--- config.mk ---
export PLATFORM = sky130hd
export DESIGN_NAME = winograd_dot8
export DESIGN_NICKNAME = d
export VERILOG_FILES = /design/src/rtl/winograd_dot8.sv
export SDC_FILE = /design/constraint.sdc
export NUM_CORES = 1
export LEC_CHECK = 0
export BUFFER_PORTS_ARGS = -buffer_cell sky130_fd_sc_hd__clkbuf_2
export CAP_MARGIN = 20
export CORE_UTILIZATION = 34
export DETAILED_ROUTE_END_ITERATION = 16
export SETUP_SLACK_MARGIN = 0.1
export SYNTH_ARGS = -nofsm -noshare
export SYNTH_HDL_FRONTEND = slang
export SYNTH_SLANG_ARGS = --single-unit
--- constraint.sdc ---
create_clock -name clk_i -period 4.78 [get_ports clk_i]
set_input_delay 0.717 -clock clk_i [delete_from_list [all_inputs] [get_ports clk_i]]
set_output_delay 0.717 -clock clk_i [all_outputs]
set_load 0.05 [all_outputs]
--- src/rtl/winograd_dot8.sv ---
// Two-stage Winograd pair-product core: pre-add, multiply, pairwise add.
// WINOGRAD_INPUT_REG_EN adds an input register stage (latency 3).
module winograd_dot8 #(
  parameter  int IN_SIZE_0 = 8,
  parameter  int IN_SIZE_1 = 8,
  localparam int OUT_SIZE  = 2*(IN_SIZE_1+1)+6
) (
  input  logic                          clk_i,
  input  logic                          rst_ni,
  input  logic [7:0][IN_SIZE_0-1:0]     in_0_i,
  input  logic [7:0][IN_SIZE_1-1:0]     in_1_i,
  output logic [1:0][OUT_SIZE-1:0]      out_o
);

  localparam int EW = IN_SIZE_1 + 1;
  localparam int PW = 2 * EW;

  logic [7:0][IN_SIZE_0-1:0] a;
  logic [7:0][IN_SIZE_1-1:0] b;

`ifdef WINOGRAD_INPUT_REG_EN
  always_ff @(posedge clk_i or negedge rst_ni) begin
    if (!rst_ni) begin
      a <= '0;
      b <= '0;
    end else begin
      a <= in_0_i;
      b <= in_1_i;
    end
  end
`else
  assign a = in_0_i;
  assign b = in_1_i;
`endif

  logic signed [EW-1:0] s [4];
  logic signed [EW-1:0] t [4];
  logic signed [PW-1:0] p_d [4];
  logic signed [PW-1:0] p_q [4];

  // A lanes are no wider than B, so EW bits hold either sum exactly
  always_comb begin
    for (int k = 0; k < 4; k++) begin
      s[k]   = EW'($signed(a[2*k+1])) + EW'($signed(b[2*k]));
      t[k]   = EW'($signed(a[2*k]))   + EW'($signed(b[2*k+1]));
      p_d[k] = PW'(s[k]) * PW'(t[k]);
    end
  end

  always_ff @(posedge clk_i or negedge rst_ni) begin
    if (!rst_ni) begin
      for (int k = 0; k < 4; k++) p_q[k] <= '0;
    end else begin
      for (int k = 0; k < 4; k++) p_q[k] <= p_d[k];
    end
  end

  always_ff @(posedge clk_i or negedge rst_ni) begin
    if (!rst_ni) begin
      out_o <= '0;
    end else begin
      out_o[0] <= OUT_SIZE'(p_q[0]) + OUT_SIZE'(p_q[1]);
      out_o[1] <= OUT_SIZE'(p_q[2]) + OUT_SIZE'(p_q[3]);
    end
  end

endmodule

== Word level (Yosys, flattened, before mapping) ==
Cells that the tools add are included.

* Word-level logic and storage cells: 20
* Bits in registers: 120
* Output and inout bits: 48

* Add/subtract/negate cells: 10
* Multipliers: 4

{| class="wikitable"
|+ Operators by type and width
! kind !! number
|-
| 8-bit by 8-bit adder with 9-bit output || 8
|-
| 9-bit by 9-bit multiplier with 18-bit output || 4
|-
| 18-bit by 18-bit adder with 19-bit output || 2
|}

== Depth between registers and ports, before layout ==
Gate-level depths: netlist of the first run.

* Depth after elaboration: 2
* Mapped depth: 26

== Worst setup path after synthesis of the first run ==
Ideal clock, no wire load.

* Kind: input to register
* Start: input port in_0_i[24] (netlist name)
* End: register p_q[53] (netlist name)
* Buffers on the path: 1
* Library setup time: 0.127 ns
* Slack: -1.704 ns
* Data arrival time: 6.357 ns
* Stages on the path: 24
* Cells stage by stage: ha_1 -> fa_1 -> a21o_1 -> a21oi_1 -> o21bai_1 -> a21oi_1 -> o21ai_2 -> buf_2 -> nand2b_1 -> fa_1 -> inv_1 -> fa_1 -> inv_1 -> fa_1 -> fa_1 -> fa_1 -> inv_1 -> ha_1 -> o21ai_0 -> o21bai_1 -> a211oi_1 -> nor2_1 -> o21ai_0 -> xnor2_1

{| class="wikitable"
|+ RTL lines
! element !! line !! source
|-
| start: declaration || 10 || <nowiki>input logic [7:0][IN_SIZE_0-1:0] in_0_i,</nowiki>
|-
| end: declaration || 39 || <nowiki>logic signed [PW-1:0] p_q [4];</nowiki>
|}

==> flow_summary.json, run 1 <==
{
  "cts_tree": "done",
  "crit_fanout": 2,
  "clkTransAtPathRegs_ns": 0.07,
  "max_stage_delay_ns": 0.51,
  "yosysUniqueCellTypes": 55,
  "dp_slack_ns": -1.65,
  "cp_slowest_cell": "fa_1",
  "clock-root-buffer": "clkbuf_16",
  "cp-end-kind": "flip-flop",
  "skew_ns": 0.00980,
  "cts_max_level": 3,
  "r2r_end": "out_o[38]$_DFF_PN0_",
  "syn-cell-area_um2": 19200,
  "placementRows": 86,
  "violations": "negative setup slack",
  "numPortBuffers": 177,
  "drive_above_1_share_pct": 35.3,
  "hp-class": "reg -> reg",
  "fill_cells": 5160,
  "crit_path_start_kind": "primary input",
  "path_class": "in -> reg",
  "outcome": "complete, but fails checks",
  "first_global_vias": 16800,
  "syn_nets": 2686,
  "crit_required_ns": 5.00,
  "stdcell_area_um2": 26300,
  "cts_buffer_depth": 2,
  "slew_violations": 0,
  "drc": 0,
  "cts.sinks": 110,
  "relSlewSlack_pct": 37.1,
  "timing.reg2reg.setup_slack_ns": 2.05,
  "ant_nets": 0,
  "overflow": 0,
  "path_common_cell": "fa_1",
  "timing.final.ws_setup_ns": -1.29,
  "period_share_pct": 127,
  "min_from": "p_q[54]$_DFF_PN0_",
  "stdcell_count": 3352,
  "die_area_um2": 57400,
  "max_freq_mhz": 165,
  "yosysWarnings": 0,
  "post_dp_cell_area_um2": 24200,
  "grtUsageTotal_pct": 16.7,
  "synth_sequential_area_ratio_pct": 14.4,
  "die_w_um": 239,
  "hold_depth": 1,
  "rsz0062_at_grt": "yes",
  "dr.pass1.iters": 5,
  "via_count": 15600,
  "grt_pass1_wl_mm": 78.3,
  "synth_common_cells": "inv_1, fa_1, ha_1",
  "syn_to_final_growth_pct": 37.2,
  "min_to": "out_o[0]$_DFF_PN0_",
  "hold_viol": 0,
  "clk_latency_ns": 0.34,
  "synth-seq-cells": 110,
  "synth-async-reset-ratio_pct": 100,
  "timing.hold.ws_ns": 0.477,
  "n_antenna_cell": 0,
  "start_util_pct": 34.6,
  "r2r-start": "p_q[18]$_DFF_PN0_",
  "worst_pin_slew_ns": 0.943,
  "place_inst": 3273,
  "antenna_found_initial": 1,
  "min_period_ns": 6.07,
  "ys.flop_type": "dfrtp_1",
  "synth_cells": 2014,
  "numCtsBuffers": 9,
  "yosysTopAreaCell": "fa_1",
  "synth-edff-count": 0,
  "die_h_um": 239,
  "crit_arrival_ns": 6.30,
  "synthDominantCellAreaShare_pct": 30.7,
  "maxCapViolations": 0,
  "grt_max_degree": 79,
  "ios": 178,
  "gp_congestion": 0.894,
  "wl_mm": 46.4,
  "core-area_um2": 55400,
  "post-synth-top-count-cell": "inv_1",
  "synth_area_leaders": "fa_1, ha_1, dfrtp_1",
  "viasPerCell": 4.66,
  "r2r_cells": 9,
  "avgSynthCellArea_um2": 9.52,
  "dpl.hpwl_mm": 39.8,
  "drt_iter0_drc": 588,
  "nets": 3271,
  "wl_per_cell_um": 13.9,
  "setup_viol": 45
}
cells in the final DEF, fill, tap and decap left out, types with 46 or more instances in the layout:
master      n
and2_1     63
clkbuf_2  164
ha_4       46
inv_1     332
xnor2_1    81
ha_1      199
nand2_1   144
dfrtp_1   110
fa_1      273
nor3_1     58
buf_6      46
nor2_1     97
buf_4     388
worst max path at each step:
stage	from	to	slack, ns	cells past startpoint
2_1_floorplan	in_0_i[8]	p_q[70]$_DFF_PN0_	-1.41	23
3_5_place_dp	in_0_i[0]	p_q[70]$_DFF_PN0_	-1.65	25
6_report	in_0_i[8]	p_q[70]$_DFF_PN0_	-1.29	25
4_1_cts	in_0_i[8]	p_q[70]$_DFF_PN0_	-1.27	25
3_3_place_gp	in_0_i[0]	p_q[70]$_DFF_PN0_	-1.61	25
5_1_grt	in_0_i[0]	p_q[70]$_DFF_PN0_	-1.50	25
through the flow:
step           setup TNS [ns]  util, %
2_1_floorplan          -40.58        -
3_3_place_gp           -55.25     43.7
3_5_place_dp           -57.71     43.7
4_1_cts                -37.77     46.1
5_1_grt                -46.48     47.5
6_report               -37.27     47.5
routing by layer:
| metal | part of all wire (%) | wire length, um | global-route usage [%] | up-vias |
|---|---|---|---|---|
| met2 | 52 | 24100 | 30.8 | 221 |
| met3 | 1.9 | 886 | 1.15 | 32 |
| met4 | 0.93 | 433 | 2.14 | 0 |
| li1 | - | - | - | 7611 |
| met5 | 0 | 0 | 0 | - |
| met1 | 45 | 21000 | 21.8 | 7758 |
cells by family (layout without fill, tap and decap cells):
kind of cell | Yosys count | in the layout | synth area share (%)
and+or+nand+nor | 560 | 560 | 14.6
adders and majority gates | 542 | 542 | 46.9
AOI/OAI and AO/OA | 281 | 281 | 10.0
buffers and inverters | 384 | 974 | 7.78
DFF | 110 | 110 | 14.4
xor gates and xnor gates | 137 | 137 | 6.41
cell type report:
type | count | area (um2) | area share (%)
clock inverters | 6 | 67.6 | 0.257
clock buffers | 10 | 239 | 0.909
multi-input cells | 1520 | 16700 | 63.3
flip-flops and latches | 110 | 2750 | 10.5
inverters | 356 | 1340 | 5.08
well taps | 748 | 936 | 3.56
repair buffers | 602 | 4310 | 16.4
timing repair:
item / in CTS / in global routing
gates resized for setup: 139 / 126
hold buffers: 0 / 0
setup endpoints to repair: 48 / 48
pin swaps: 138 / 112
setup buffers: 54 / 25
critical path, delay by kind of cell:
kind,cells,cell delay (ns)
buffers and inverters,5,0.39
AO/OA/AOI/OAI,9,1.52
AND/OR/NAND/NOR,2,0.40
adder cells (fa/ha/maj),8,3.19
XOR/XNOR,1,0.11
flip-flops by register name, summed over array words and instances (netlist names):
name and cells:
out_o 38, p_q 72
Power of run 1 is left out: the tool's default activity adds up to more than one toggle a clock period on the data nets, which glitch-free logic cannot reach.
==> run 2, diff against run 1 <==
--- a/config.mk
+++ b/config.mk
@@ -10,6 +10,7 @@
 export CORE_UTILIZATION = 34
 export DETAILED_ROUTE_END_ITERATION = 16
 export SETUP_SLACK_MARGIN = 0.1
+export SKIP_CTS_REPAIR_TIMING = 1
 export SYNTH_ARGS = -nofsm -noshare
 export SYNTH_HDL_FRONTEND = slang
 export SYNTH_SLANG_ARGS = --single-unit
==> run 2 against run 1 <==
Against the previous run:
- the run still ends with negative setup slack left
- non-clock buffer count down 23
- count of clock-buffer cells in the layout did not move
- maximum frequency rose by 0.18%
- critical endpoint is now p_q[35]$_DFF_PN0_
- utilization is 0.63 points lower
- clock skew increased by 0.00071 ns
- critical path depth unchanged
- register-to-register slack about the same
- via count is 0.33% lower
- sequential share of layout area rose by 0.14 points
- wire length shrank 1.2%
- global-route usage decreased by 0.51 points
==> flow_summary.json, run 2 (synthesis gave the netlist of run 1 again) <==
{
  "ant_nets": 0,
  "maxCapViolations": 0,
  "dr.pass1.iters": 5,
  "hold_depth": 1,
  "crit_path_start_kind": "primary input",
  "regMostFlops": "p_q",
  "clkTransAtPathRegs_ns": 0.07,
  "stdcell_count": 3329,
  "largest_reg_flops": 72,
  "violations": "negative setup slack",
  "grtUsageTotal_pct": 16.2,
  "crit_start": "in_0_i[32]",
  "cts.sinks": 110,
  "max_stage_delay_ns": 0.54,
  "placementRows": 86,
  "wl_per_cell_um": 13.8,
  "skew_ns": 0.0105,
  "gp_congestion": 0.894,
  "grt_pass1_wl_mm": 76.2,
  "relSlewSlack_pct": 37.4,
  "first_global_vias": 16400,
  "min_period_ns": 6.06,
  "drt_iter0_drc": 654,
  "drc": 0,
  "r2r_end": "out_o[38]$_DFF_PN0_",
  "die_h_um": 239,
  "antenna_found_initial": 4,
  "final_common_cell": "buf_4",
  "timing.final.ws_setup_ns": -1.28,
  "via_count": 15600,
  "ios": 178,
  "die_area_um2": 57400,
  "max_freq_mhz": 165,
  "cts_buffer_depth": 2,
  "rsz0062_at_grt": "yes",
  "wl_mm": 45.9,
  "drive_above_1_share_pct": 33.6,
  "nets": 3248,
  "syn_to_final_growth_pct": 35.3,
  "grt_max_degree": 79,
  "crit_required_ns": 5.02,
  "period_share_pct": 127,
  "numCtsBuffers": 9,
  "utilization_pct": 46.8,
  "final_cell_mix": "buf_4, inv_1, fa_1",
  "cts_max_level": 3,
  "min_from": "p_q[54]$_DFF_PN0_",
  "path_common_cell": "fa_1",
  "hold_viol": 0,
  "clock-root-buffer": "clkbuf_16",
  "place_inst": 3273,
  "r2r_cells": 9,
  "timing.reg2reg.setup_slack_ns": 2.06,
  "numPortBuffers": 177,
  "n_antenna_cell": 0,
  "crit_fanout": 4,
  "cp_slowest_cell": "fa_1",
  "worst_pin_slew_ns": 0.940,
  "min_to": "out_o[0]$_DFF_PN0_",
  "slew_violations": 0,
  "overflow": 0,
  "cts_tree": "done",
  "viasPerCell": 4.68,
  "core-area_um2": 55400,
  "clk_latency_ns": 0.34,
  "outcome": "complete, but fails checks",
  "hp-class": "reg -> reg",
  "start_util_pct": 34.6,
  "crit_arrival_ns": 6.30,
  "setup_viol": 46,
  "cp-end-kind": "flip-flop",
  "dpl.hpwl_mm": 39.8,
  "r2r-start": "p_q[18]$_DFF_PN0_",
  "die_w_um": 239,
  "path_class": "in -> reg",
  "top_regs": "p_q x72, out_o x38"
}
==> run 2: how the worst max path moves through the flow <==
| stage | endpoint | slack [ns] | cells after the start |
|---|---|---|---|
| after detailed placement | p_q[70]$_DFF_PN0_ | -1.65 | 25 |
| after CTS | p_q[70]$_DFF_PN0_ | -1.31 | 25 |
| after floorplan | p_q[70]$_DFF_PN0_ | -1.41 | 23 |
| final | p_q[35]$_DFF_PN0_ | -1.28 | 25 |
| after global placement | p_q[70]$_DFF_PN0_ | -1.61 | 25 |
| after global routing | p_q[70]$_DFF_PN0_ | -1.48 | 25 |
==> run 2: stage by stage <==
stage / instance area, um2 / setup WS [ns] / hold WS [ns] / TNS [ns]
after floorplan: 19900 / -1.41 / 0.421 / -40.58
after global placement: 24200 / -1.61 / 0.461 / -55.25
after detailed placement: 24200 / -1.65 / 0.464 / -57.71
after CTS: 24500 / -1.31 / 0.481 / -40.93
after global routing: 26000 / -1.48 / 0.498 / -48.39
final: 26000 / -1.28 / 0.475 / -39.65
==> run 2: final cells by class <==
cell class	instances	area, um2
Fill cell	5211	29500
Multi-Input combinational cell	1520	16500
Timing Repair Buffer	579	4140
Sequential cell	110	2750
Inverter	356	1340
Tap cell	748	936
Clock buffer	10	239
Clock inverter	6	67.6
==> run 2: critical path: cells and delay by family <==
kind	cells	cell delay [ns]
buffers and inverters	5	0.29
AO/OA/AOI/OAI	9	1.56
XOR/XNOR	1	0.17
AND/OR/NAND/NOR	2	0.42
adder cells (fa/ha/maj)	8	3.14
==> run 2: routing by layer <==
metal  up-vias  share of wire [%]  global-route usage [%]
li1       7572                  -                       -
met1      7713                 45                    21.5
met2       241                 51                    29.1
met3        44                2.3                    1.24
met4         0                1.5                    2.62
met5         -                  0                       0
Power of run 2 is left out for the same reason.
==> run 3, diff against run 2 <==
==> constraint.sdc (replaced) <==
create_clock -name clk_i -period 7.64 [get_ports clk_i]
set_input_delay 1.146 -clock clk_i [delete_from_list [all_inputs] [get_ports clk_i]]
set_output_delay 1.146 -clock clk_i [all_outputs]
set_load 0.05 [all_outputs]
==> run 3 against run 2 <==
Against the previous run:
- utilization down 8.2 points
- first-iteration DRC count fell by 7.3%
- critical path type unchanged
- clock skew is 0.0032 ns lower
- wire length shrank 9.1%
- final area down 18%
- die area unchanged
- cell count is 11% lower
- sequential cell count unchanged
- register-to-register slack improved by 3.0 ns
- the flow now finishes without violations
- critical endpoint is now p_q[71]$_DFF_PN0_
==> flow_summary.json, run 3 (synthesis gave the netlist of run 1 again) <==
{
  "outcome": "complete, no violations",
  "period_share_pct": 92.0,
  "crit_arrival_ns": 7.26,
  "cp-end-kind": "flip-flop",
  "cts_max_level": 3,
  "path_delay_family": "adder cells",
  "ios": 178,
  "path_common_cell": "fa_1",
  "first_global_vias": 15200,
  "drc": 0,
  "regMostFlops": "p_q",
  "busiest_layer": "met2",
  "maxCapViolations": 0,
  "clkTransAtPathRegs_ns": 0.07,
  "cts.sinks": 110,
  "r2r-start": "p_q[18]$_DFF_PN0_",
  "dr.pass1.iters": 5,
  "overflow": 0,
  "crit_start": "in_0_i[8]",
  "cp_num_buf_inv": 4,
  "crit_path_start_kind": "primary input",
  "relSlewSlack_pct": 34.5,
  "grtUsageMet1_pct": 20.4,
  "cp_slowest_cell": "fa_1",
  "path_class": "in -> reg",
  "core-area_um2": 55400,
  "timing.reg2reg.setup_slack_ns": 5.02,
  "clock-root-buffer": "clkbuf_16",
  "n_antenna_cell": 0,
  "drt_iter0_drc": 606,
  "dpl.hpwl_mm": 36.6,
  "hold_viol": 0,
  "viasPerCell": 4.80,
  "min_from": "p_q[54]$_DFF_PN0_",
  "multi_input_area_um2": 14900,
  "numCtsBuffers": 9,
  "top_regs": "p_q x72, out_o x38",
  "cts_buffer_depth": 2,
  "drive_above_1_share_pct": 12.4,
  "wl_per_cell_um": 14.1,
  "max_freq_mhz": 142,
  "grtUsageTotal_pct": 15.4,
  "placementRows": 86,
  "worst_pin_slew_ns": 0.975,
  "setup_viol": 0,
  "die_h_um": 239,
  "hp-class": "reg -> reg",
  "ant_nets": 0,
  "timing.hold.ws_ns": 0.510,
  "max_stage_delay_ns": 0.53,
  "skew_ns": 0.00732,
  "slew_violations": 0,
  "grt_pass1_wl_mm": 72.2,
  "grt_max_degree": 79,
  "nets": 2880,
  "largest_reg_flops": 72,
  "grt_use_met2_pct": 27.4,
  "fill_cells": 5557,
  "final_common_cell": "inv_1",
  "gp_congestion": 0.904,
  "antenna_found_initial": 1,
  "start_util_pct": 34.6,
  "via_count": 14200,
  "cts_tree": "done",
  "utilization_pct": 38.6,
  "die_w_um": 239,
  "numPortBuffers": 177,
  "crit_fanout": 9,
  "grt_util_met3_pct": 1.50,
  "clk_latency_ns": 0.35,
  "wl_mm": 41.7,
  "final_cell_mix": "inv_1, fa_1, ha_1",
  "regArea_um2": 2750,
  "tns_ns": 0,
  "min_period_ns": 7.03,
  "rsz0062_at_grt": "no",
  "crit_chain": "clkbuf_2 > ha_1 > fa_1 > a21o_1 > a21oi_1 > o21bai_1 > a21oi_2 > o221a_2 > nand2_1 > fa_1 > inv_1 > fa_1 > fa_1 > fa_1 > inv_1 > fa_1 > inv_1 > ha_1 > o21ai_0 > o21ai_0 > a211oi_1 > o21ai_0 > a31oi_1 > xnor2_1",
  "syn_to_final_growth_pct": 11.5,
  "crit_required_ns": 7.87,
  "die_area_um2": 57400
}
-- run 3: changes by cell type in the layout (fill, tap and decap cells not counted), sizes merged --
cell / delta
clkinvlp: -1
clkbuf: +18
buf: -386
inv: -2
clkinv: +2
-- run 3: final timing paths --
path,end,cells past startpoint
hold / removal,out_o[0]$_DFF_PN0_,1
hold reg to reg,out_o[0]$_DFF_PN0_,1
max in group asynchronous,p_q[47]$_DFF_PN0_,2
setup / recovery,p_q[71]$_DFF_PN0_,24
min in group asynchronous,out_o[39]$_DFF_PN0_,1
setup reg to reg,out_o[42]$_DFF_PN0_,9
-- run 3: final cells by class --
cell class,count,share of cell area (%)
Clock buffer,10,1.07
Multi-Input combinational cell,1520,69.8
Inverter,356,6.25
Clock inverter,5,0.287
Timing Repair Buffer,211,5.34
Tap cell,748,4.38
Sequential cell,110,12.9
-- run 3: metal layers --
metal  up-vias  part of all wire, %
li1       6828                    -
met4         0                  1.5
met2       237                   50
met5         -                    0
met1      7104                   45
met3        43                  3.4
-- run 3: stage by stage --
step           worst slack [ns]  instance area (um2)  instances
2_1_floorplan             0.727                19200       2014
3_3_place_gp              0.363                21100       2944
3_5_place_dp              0.242                21100       2944
4_1_cts                   0.588                21400       2959
5_1_grt                   0.151                21400       2960
6_report                  0.608                21400       2960
-- run 3: worst register-to-register path, cell delays in order, from the launching register on --
cell	delay, ns
dfrtp_1	0.43
ha_1	0.20
inv_1	0.05
fa_1	0.39
nand2b_1	0.17
a21oi_1	0.30
o21ai_1	0.19
a21oi_1	0.34
o211ai_1	0.16
a31o_2	0.28
Power of run 3 is left out for the same reason.
